### src/rtl/fetch_line_if.sv
// fetch_line_if: arbiter and system-bus signals of the line fetch engine.
// master = fetch engine side, slave = arbiter / bus side.
interface fetch_line_if #(
  parameter int DW = 64,
  parameter int TW = 13
);
  logic          abtr_grant;
  logic          abtr_reqcyc;
  logic          bus_busy;
  logic          main_bus_reqcyc;
  logic          main_bus_reqack;
  logic [DW-1:0] main_bus_req;
  logic [TW-1:0] main_bus_reqtag;
  logic          main_bus_respcyc;
  logic [DW-1:0] main_bus_resp;
  logic [TW-1:0] main_bus_resptag;
  logic          main_bus_respack;

  modport master (
    input  abtr_grant,
    output abtr_reqcyc,
    output bus_busy,
    output main_bus_reqcyc,
    input  main_bus_reqack,
    output main_bus_req,
    output main_bus_reqtag,
    input  main_bus_respcyc,
    input  main_bus_resp,
    input  main_bus_resptag,
    output main_bus_respack
  );

  modport slave (
    output abtr_grant,
    input  abtr_reqcyc,
    input  bus_busy,
    input  main_bus_reqcyc,
    output main_bus_reqack,
    input  main_bus_req,
    input  main_bus_reqtag,
    output main_bus_respcyc,
    output main_bus_resp,
    output main_bus_resptag,
    input  main_bus_respack
  );
endinterface

### src/rtl/fetch_line.sv
// fetch_line: cache-line read engine, one address beat then LINE_BEATS data beats.
// Optional RECV idle timeout is enabled by defining FETCH_LINE_TIMEOUT_EN.
module fetch_line #(
  parameter int BUS_DATA_WIDTH = 64,
  parameter int BUS_TAG_WIDTH  = 13,
  parameter int LINE_BEATS     = 8,
  parameter int TIMEOUT_CYCLES = 1024
) (
  input  logic                               clk,
  input  logic                               reset,
  input  logic                               enable,
  input  logic [BUS_DATA_WIDTH-1:0]          addr,
  fetch_line_if.master                       bus,
  output logic [BUS_DATA_WIDTH*LINE_BEATS-1:0] data,
  output logic                               ready,
  output logic                               error
);

  localparam int DW = BUS_DATA_WIDTH;
  localparam int TW = BUS_TAG_WIDTH;
  localparam int LW = DW * LINE_BEATS;
  localparam int SYSBUS_READ   = 1;
  localparam int SYSBUS_MEMORY = 1;
  localparam logic [TW-1:0] RD_TAG =
    TW'((SYSBUS_READ << 12) | (SYSBUS_MEMORY << 8));

  typedef enum logic [2:0] {
    S_IDLE,
    S_ARB,
    S_ADDR,
    S_RECV,
    S_DONE
  } state_e;

  state_e        state_q, state_d;
  logic [3:0]    cnt_q, cnt_d;
  logic [DW-7:0] addr_q, addr_d;
  logic [LW-1:0] data_q, data_d;
  logic          err_q, err_d;
  logic          hit;

`ifdef FETCH_LINE_TIMEOUT_EN
  localparam int IW = $clog2(TIMEOUT_CYCLES + 1);
  logic [IW-1:0] idle_q, idle_d;
`else
  localparam int unused_timeout = TIMEOUT_CYCLES;
`endif

  logic unused_bits;
  assign unused_bits = ^{addr[5:0], bus.main_bus_resptag[TW-6:0]};

  // Only the space/command tag field identifies our responses
  assign hit = bus.main_bus_respcyc &&
    (bus.main_bus_resptag[TW-1:TW-5] == RD_TAG[TW-1:TW-5]);

  always_ff @(posedge clk or negedge reset) begin
    if (!reset) begin
      state_q <= S_IDLE;
      cnt_q   <= '0;
      addr_q  <= '0;
      data_q  <= '0;
      err_q   <= 1'b0;
`ifdef FETCH_LINE_TIMEOUT_EN
      idle_q  <= '0;
`endif
    end else begin
      state_q <= state_d;
      cnt_q   <= cnt_d;
      addr_q  <= addr_d;
      data_q  <= data_d;
      err_q   <= err_d;
`ifdef FETCH_LINE_TIMEOUT_EN
      idle_q  <= idle_d;
`endif
    end
  end

  always_comb begin
    state_d = state_q;
    cnt_d   = cnt_q;
    addr_d  = addr_q;
    data_d  = data_q;
    err_d   = err_q;
`ifdef FETCH_LINE_TIMEOUT_EN
    idle_d  = idle_q;
`endif
    bus.abtr_reqcyc      = 1'b0;
    bus.bus_busy         = 1'b0;
    bus.main_bus_reqcyc  = 1'b0;
    bus.main_bus_req     = '0;
    bus.main_bus_reqtag  = '0;
    bus.main_bus_respack = 1'b0;
    ready                = 1'b0;
    unique case (state_q)
      S_IDLE: begin
        if (enable) state_d = S_ARB;
      end
      S_ARB: begin
        bus.abtr_reqcyc = 1'b1;
        if (bus.abtr_grant) begin
          state_d = S_ADDR;
          addr_d  = addr[DW-1:6];
          cnt_d   = '0;
        end
      end
      S_ADDR: begin
        bus.bus_busy        = 1'b1;
        bus.main_bus_reqcyc = 1'b1;
        bus.main_bus_req    = {addr_q, 6'b0};
        bus.main_bus_reqtag = RD_TAG;
        if (bus.main_bus_reqack) begin
          state_d = S_RECV;
          cnt_d   = '0;
`ifdef FETCH_LINE_TIMEOUT_EN
          idle_d  = '0;
`endif
        end
      end
      S_RECV: begin
        bus.bus_busy = 1'b1;
        if (hit) begin
          bus.main_bus_respack = 1'b1;
          for (int i = 0; i < LINE_BEATS; i++) begin
            if (cnt_q == 4'(i)) data_d[i*DW +: DW] = bus.main_bus_resp;
          end
          cnt_d = cnt_q + 4'd1;
          if (cnt_q == 4'(LINE_BEATS - 1)) state_d = S_DONE;
`ifdef FETCH_LINE_TIMEOUT_EN
          idle_d = '0;
        end else if (idle_q == IW'(TIMEOUT_CYCLES - 1)) begin
          state_d = S_DONE;
          err_d   = 1'b1;
          idle_d  = '0;
        end else begin
          idle_d = idle_q + 1'b1;
`endif
        end
      end
      S_DONE: begin
        ready = !err_q;
        if (enable) begin
          state_d = S_ARB;
          err_d   = 1'b0;
        end
      end
      default: state_d = S_IDLE;
    endcase
  end

  assign data  = data_q;
  assign error = err_q;

endmodule

### src/flat_wrapper.sv
// flat-port wrapper written by rule: the top's interface ports become plain ports
module fetch_line_flat 
#(
  parameter int BUS_DATA_WIDTH = 64,
  parameter int BUS_TAG_WIDTH  = 13,
  parameter int LINE_BEATS     = 8,
  parameter int TIMEOUT_CYCLES = 1024
)
  (clk, reset, enable, addr, data, ready, error, bus_abtr_grant, bus_abtr_reqcyc, bus_bus_busy, bus_main_bus_reqcyc, bus_main_bus_reqack, bus_main_bus_req, bus_main_bus_reqtag, bus_main_bus_respcyc, bus_main_bus_resp, bus_main_bus_resptag, bus_main_bus_respack);
  fetch_line_if #(.DW(64), .TW(13)) bus_i ();
  input  logic clk;
  input  logic reset;
  input  logic enable;
  input  logic [BUS_DATA_WIDTH-1:0] addr;
  output logic [BUS_DATA_WIDTH*LINE_BEATS-1:0] data;
  output logic ready;
  output logic error;
  input wire logic [$bits(bus_i.abtr_grant)-1:0] bus_abtr_grant;
  output wire logic [$bits(bus_i.abtr_reqcyc)-1:0] bus_abtr_reqcyc;
  output wire logic [$bits(bus_i.bus_busy)-1:0] bus_bus_busy;
  output wire logic [$bits(bus_i.main_bus_reqcyc)-1:0] bus_main_bus_reqcyc;
  input wire logic [$bits(bus_i.main_bus_reqack)-1:0] bus_main_bus_reqack;
  output wire logic [$bits(bus_i.main_bus_req)-1:0] bus_main_bus_req;
  output wire logic [$bits(bus_i.main_bus_reqtag)-1:0] bus_main_bus_reqtag;
  input wire logic [$bits(bus_i.main_bus_respcyc)-1:0] bus_main_bus_respcyc;
  input wire logic [$bits(bus_i.main_bus_resp)-1:0] bus_main_bus_resp;
  input wire logic [$bits(bus_i.main_bus_resptag)-1:0] bus_main_bus_resptag;
  output wire logic [$bits(bus_i.main_bus_respack)-1:0] bus_main_bus_respack;
  assign bus_i.abtr_grant = bus_abtr_grant;
  assign bus_abtr_reqcyc = bus_i.abtr_reqcyc;
  assign bus_bus_busy = bus_i.bus_busy;
  assign bus_main_bus_reqcyc = bus_i.main_bus_reqcyc;
  assign bus_i.main_bus_reqack = bus_main_bus_reqack;
  assign bus_main_bus_req = bus_i.main_bus_req;
  assign bus_main_bus_reqtag = bus_i.main_bus_reqtag;
  assign bus_i.main_bus_respcyc = bus_main_bus_respcyc;
  assign bus_i.main_bus_resp = bus_main_bus_resp;
  assign bus_i.main_bus_resptag = bus_main_bus_resptag;
  assign bus_main_bus_respack = bus_i.main_bus_respack;
  fetch_line #(.BUS_DATA_WIDTH(BUS_DATA_WIDTH), .BUS_TAG_WIDTH(BUS_TAG_WIDTH), .LINE_BEATS(LINE_BEATS), .TIMEOUT_CYCLES(TIMEOUT_CYCLES)) u_core (.clk(clk), .reset(reset), .enable(enable), .addr(addr), .bus(bus_i), .data(data), .ready(ready), .error(error));
endmodule
### config.mk
export PLATFORM = sky130hd
export DESIGN_NAME = fetch_line_flat
export DESIGN_NICKNAME = d
export VERILOG_FILES = /design/src/rtl/fetch_line_if.sv /design/src/rtl/fetch_line.sv /design/src/flat_wrapper.sv
export SDC_FILE = /design/constraint.sdc
export NUM_CORES = 1
export LEC_CHECK = 0
export CAP_MARGIN = 10
export CORE_AREA = 2 2 287 289
export CTS_BUF_LIST = sky130_fd_sc_hd__clkbuf_8
export CTS_CLUSTER_SIZE = 12
export DETAILED_ROUTE_END_ITERATION = 7
export DIE_AREA = 0 0 289 291
export PLACE_DENSITY = 0.59
export SLEW_MARGIN = 10
export SYNTH_ARGS = -nofsm -noshare
export SYNTH_HDL_FRONTEND = slang
export SYNTH_SLANG_ARGS = --single-unit
export TNS_END_PERCENT = 10
### constraint.sdc
create_clock -name clk -period 3.8 [get_ports clk]
set_clock_uncertainty 0.15 [all_clocks]
set_input_delay 0.38 -clock clk [delete_from_list [all_inputs] [get_ports clk]]
set_output_delay 0.38 -clock clk [all_outputs]
set_load 0.005 [all_outputs]
==> flow_summary.toml, run 1 <==
[run_status]
status = "finished clean"

[global_route]
grt_pass1_vias = 15900
gr-total-overflow = 0
grt_max_degree = 107
grt_pass1_wl_um = 102000
antenna_found_initial = 2
grt_usage_pct = 15.9

[pwr]
switching_share_pct = 25.5
seq_power_share_pct = 45.3
power_switching_uw = 4010
p_int_uw = 11700
p_leak_uw = 0.0157
clkPwrFrac_pct = 36.8
ir_drop_mv = 0.339
power.total_uw = 15700
combPwrFrac_pct = 17.9
power.density_nw_per_um2 = 478

[synth]
synth_area_um2 = 22600
synth_compound_area_share_pct = 0.437
synthMuxAreaShare_pct = 29.2
synth_top_family_by_area = "multiplexers"
synth_cell_types = 38
yosys_warnings = 0
ys.flop_type = "dfrtp_1"
synth_edf_count = 0
synth_fa_ha_area_share_pct = 0.221
yosysTopAreaCellShare_pct = 63.8
ys_async_sr_fraction_pct = 100
avgSynthCellArea_um2 = 16.8
synthTopCellsByArea = "dfrtp_1 64%, mux2_2 24%, mux2_4 3.3%"
syn-instance-count = 1345
synth_seq_cells = 577
ys_seq_area_share_pct = 63.8
yosys.area_share.simple_pct = 2.83
synth-xor-area-share_pct = 0
synth_commonest_cells = "577 x dfrtp_1, 485 x mux2_2, 58 x and2_1"
yosysMostFrequentCell = "dfrtp_1"
synth_area_leader_cell = "dfrtp_1"

[sta]
maxSlewHeadroom_pct = 34.7
fmax_ghz = 0.290
fin_crit_ns = 3.45
tightest_slew_ns = 0.980
maxSlewViolCount = 0
setup_viol = 0
setup_tns_ns = 0
rsz0062_at_grt = "false"
hold_viol_final = 0
period_share_pct = 90.8

[clocking]
cts_resized = 0
tritoncts = "built"
cts_buffer_depth = 3
cts_buffers = 100
clk_latency_ns = 0.67
clk_pin_slew_worst_paths_ns = 0.06
cts_max_level = 3
cts_sinks = 577
cts-root-buf = "clkbuf_8"

[routing]
dr_wl_met3_um = 5520
drtPass1Iterations = 4
top_layer_used = "met4"
drtAntennaViolNets = 0
met2_length_um = 33600
num_vias = 14300
wl_per_cell_um = 20.8
routed_via_density = 4.38
drc = 0
drt_iter0_markers = 412
wl_um = 68100
met1_length_um = 26300

[finish]
fillers = 7527
multiInputGateArea_um2 = 7490
ff_latch_area_um2 = 14400
nNetsFinal = 2272
final_layout_size_suffix_gt1_share_pct = 33.3
area_growth_pct = 45.1

[worst_setup_path]
critPathArrivalTime_ns = 2.92
end_kind = "primary output"
path_max_fanout = 61
crit_type = "register to primary output"
startpoint_type = "register"
critPathRequiredTime_ns = 3.27
cpMaxStageDelayCell = "clkdlybuf4s50_1"
critical_path.max_stage_delay_ns = 0.58
crit_chain = "nor2b_1 -> nor2b_2 -> buf_4 -> and2_1 -> clkdlybuf4s50_1"

[run]
cap_violations = 0

[placed_design]
dp_hpwl_um = 46800
io_buffers = 709
routabilityCongestion = 0.780

[die]
ios = 742
rows = 105
die_area_um2 = 84100
start_util_pct = 27.9
die_h_um = 291
coreArea_um2 = 81200
die_w_um = 289

[min_path]
hold_class = "input pin to asynchronous set/reset pin"
-- cells in the final DEF (no fill, tap or decap), types with 3 or more instances in the layout --
cell type,count
ha_1,4
clkinv_2,7
and2_1,58
diode_2,3
clkbuf_8,135
mux2_1,37
buf_12,6
clkdlybuf4s50_1,708
mux2_4,49
inv_1,34
nand3_4,8
dfrtp_1,577
mux2_2,485
nor2_1,5
buf_4,28
conb_1,18
-- metal layers --
| metal | GRT usage, % | vias to the layer above |
|---|---|---|
| met5 | 0 | - |
| met4 | 6.74 | 0 |
| met1 | 18.2 | 7350 |
| met2 | 27.3 | 544 |
| met3 | 5.01 | 157 |
| li1 | - | 6287 |
-- cell families after synthesis --
group / count (synthesis)
adders and majority gates: 4
AOI/OAI and AO/OA: 13
and+or+nand+nor: 88
other: 1
buffers and inverters: 91
muxes: 571
DFF: 577
-- critical path: cells and delay by family, from the launching register on --
kind / cells / cell delay (ns)
AND/OR/NAND/NOR: 3 / 0.71
buffers and inverters: 2 / 1.00
flip-flops: 1 / 0.53
-- layout make-up --
type | count | area share, %
multi-input cells | 694 | 22.8
clock inverters | 44 | 0.720
well taps | 1070 | 4.08
repair buffers | 744 | 22.7
diodes | 3 | 0.0229
inverters | 4 | 0.0457
flip-flops and latches | 577 | 44.0
clock buffers | 135 | 5.66
-- power groups by stage --
stage	registers (µW)	clock network [µW]	logic [µW]
after detailed placement	7220	0	2850
after CTS	7120	6000	2870
after global routing	7200	6300	3030
after global placement	7190	0	2810
after floorplan	7150	0	1090
final	7120	5770	2810
-- sequential cells by signal (all words and copies together), names as in the netlist --
name / flops
u_core.state_q: 3
u_core.cnt_q: 4
u_core.addr_q: 58
u_core.data: 512
-- path summary, 6_finish.rpt --
kind	start	to	slack, ns	cells after the start
worst max register to register	u_core.state_q[0]$_DFFE_PN0P_	u_core.data[482]$_DFFE_PN0P_	1.14	6
min in group clk	addr[30]	u_core.addr_q[24]$_DFFE_PN0P_	0.16	2
worst min register to register	u_core.data[324]$_DFFE_PN0P_	u_core.data[324]$_DFFE_PN0P_	0.34	1
max in group asynchronous	reset	u_core.data[86]$_DFFE_PN0P_	2.26	3
worst min-delay path	reset	u_core.data[349]$_DFFE_PN0P_	0.13	2
worst max-delay path	u_core.state_q[1]$_DFFE_PN0P_	bus_main_bus_req[13]	0.35	5
-- metrics by stage --
| step | utilization (%) | cells | hold WS [ns] | setup slack [ns] | area, µm² |
|---|---|---|---|---|---|
| floorplan | - | 1362 | -0.0656 | 1.58 | 22700 |
| finish | 40.4 | 3271 | 0.127 | 0.349 | 32800 |
| CTS | 40.4 | 3268 | 0.0661 | 0.236 | 32800 |
| global route | 40.4 | 3270 | 0.0933 | 0.113 | 32800 |
| global placement | 37.8 | 3088 | 0.282 | 0.716 | 30700 |
| detailed placement | 37.8 | 3088 | 0.291 | 0.696 | 30700 |
-- timing repair --
action | CTS | global route
setup buffers | 0 | 0
hold endpoints to repair | 61 | 0
hold buffers | 1 | 0
Note: power is estimated with default switching activity, not from simulation.
==> inputs of run 2 (changes only) <==
CAP_MARGIN = 0   (was 10)
==> results of run 2 <==
No change in the layout: final DEF, timing and power equal those of run 1.
==> inputs of run 3 (changes only) <==
CORE_AREA = 2 2 286 288   (was 2 2 287 289)
DIE_AREA = 0 0 288 290   (was 0 0 289 291)
PLACE_DENSITY = 0.61   (was 0.59)
clock period = 3.1 ns   (was 3.8 ns; I/O delays follow)
==> flow_summary.toml, run 3 (synthesized netlist as in run 1, its figures left out) <==
[run_status]
status = "finished clean"

[clocking]
clk_pin_slew_worst_paths_ns = 0.06
cts_buffer_depth = 3
tritoncts = "built"
cts-root-buf = "clkbuf_8"
cts_max_level = 3
clk_latency_ns = 0.69
cts_buffers = 100
cts_sinks = 577

[sta]
rsz0062_at_grt = "false"
period_share_pct = 92.1
setup_tns_ns = 0
fmax_ghz = 0.350
tightest_slew_ns = 0.729
fin_crit_ns = 2.86
maxSlewViolCount = 0
maxSlewHeadroom_pct = 51.2
setup_viol = 0
hold_viol_final = 0

[placed_design]
placed_cells = 3084
routabilityCongestion = 0.771
io_buffers = 709
dp_hpwl_um = 46800
place_area_um2 = 30900

[run]
cap_violations = 0

[die]
die_h_um = 290
ios = 742
start_util_pct = 28.2
coreArea_um2 = 80200
rows = 104
die_area_um2 = 83500
die_w_um = 288

[pwr]
switching_share_pct = 25.5
power.density_nw_per_um2 = 587
ir_drop_mv = 0.425
combPwrFrac_pct = 18.1
clkPwrFrac_pct = 37.5
p_leak_uw = 0.0160
p_int_uw = 14600
seq_power_share_pct = 44.4
power_switching_uw = 5010

[finish]
area_growth_pct = 47.9
final_cell_mix = "707 x clkdlybuf4s50_1, 576 x dfrtp_1, 485 x mux2_2, 133 x clkbuf_8, 58 x and2_1"
mostFrequentLayoutCell = "clkdlybuf4s50_1"
largest_reg_flops = 512
final_util_pct = 41.8
final_layout_size_suffix_gt1_share_pct = 33.3
nNetsFinal = 2313
final_cell_count_no_fill = 3307
design_area_um2 = 33500

[worst_setup_path]
crit_chain = "nor2b_4 -> nor2b_4 -> buf_12 -> and2_1 -> clkdlybuf4s50_1"
ff2ff_path_depth = 7
r2r_setup_slack_ns = 0.67
r2r_start = "u_core.state_q[2]$_DFFE_PN0P_"
critical_path.max_stage_delay_ns = 0.56
crit_top_cell = "nor2b_4"
critPathArrivalTime_ns = 2.40
cpMaxStageDelayCell = "clkdlybuf4s50_1"
startpoint_type = "register"
path_max_fanout = 51
reg2reg_to = "u_core.data[500]$_DFFE_PN0P_"
end_kind = "primary output"
crit_type = "register to primary output"
critPathRequiredTime_ns = 2.64

[global_route]
grt_pass1_wl_um = 103000
antenna_found_initial = 2
gr-total-overflow = 0
grt_max_degree = 63
grt_pass1_vias = 16000
grt_usage_pct = 16.2

[routing]
drc = 0
num_vias = 14500
drtPass1Iterations = 4
wl_um = 68700
routed_via_density = 4.39
drtAntennaViolNets = 0
wl_per_cell_um = 20.8
drt_iter0_markers = 382

[min_path]
hold_class = "input pin to asynchronous set/reset pin"
==> run 3: layout make-up <==
class	instances	area (µm²)
antenna	1	2.50
clock inverter	53	355
inverter	4	15.0
tap	1060	1330
multi-input combinational	694	7510
sequential	577	14400
clock buffer	133	1830
timing repair buffer	785	8000
fill	7365	46700
==> run 3: worst max-delay path by stage <==
| stage | slack [ns] | start | depth (start not counted) | endpoint |
|---|---|---|---|---|
| 2_1_floorplan | 0.94 | u_core.state_q[2]$_DFFE_PN0P_ | 8 | u_core.data[468]$_DFFE_PN0P_ |
| 3_3_place_gp | 0.28 | bus_main_bus_resptag[9] | 7 | u_core.data[482]$_DFFE_PN0P_ |
| 3_5_place_dp | 0.26 | bus_main_bus_resptag[9] | 7 | u_core.data[483]$_DFFE_PN0P_ |
| 4_1_cts | 0.06 | u_core.state_q[2]$_DFFE_PN0P_ | 5 | bus_main_bus_req[59] |
| 5_1_grt | 0.05 | u_core.state_q[2]$_DFFE_PN0P_ | 5 | bus_main_bus_req[59] |
| 6_report | 0.24 | u_core.state_q[2]$_DFFE_PN0P_ | 5 | bus_main_bus_req[59] |
==> run 3: repair_timing <==
action                                  CTS  global route
pin swaps                                 1             0
buffers inserted                          1             0
hold endpoints to repair                437             0
endpoints found under the setup margin   52             2
hold buffers                             35             0
resized for setup                         3             1
==> run 3: power groups by stage <==
stage	registers (µW)	logic (µW)	clock network, µW
after global placement	8810	3500	0
after detailed placement	8860	3550	0
after floorplan	8760	1340	0
final	8730	3560	7370
after global routing	8830	3850	8010
after CTS	8730	3620	7640
==> run 3: critical path, delay by kind of cell (launching register included) <==
kind / cells / cell delay (ns)
DFF: 1 / 0.41
buffers and inverters: 2 / 0.77
and+or+nand+nor: 3 / 0.50
==> run 3: stage by stage <==
stage / hold slack, ns / power [µW] / worst slack, ns
final: 0.0647 / 19700 / 0.244
after global routing: 0.0286 / 20700 / 0.0540
after floorplan: -0.136 / 10100 / 0.944
after CTS: 0.00115 / 20000 / 0.0575
after global placement: 0.194 / 12300 / 0.275
after detailed placement: 0.197 / 12400 / 0.260
==> run 3: metal layers <==
layer	vias up	track usage [%]	share of wire [%]
met5	-	0	0
li1	6370	-	-
met4	0	6.93	4.1
met2	547	28.7	51
met3	158	4.63	7.1
met1	7433	18.0	38
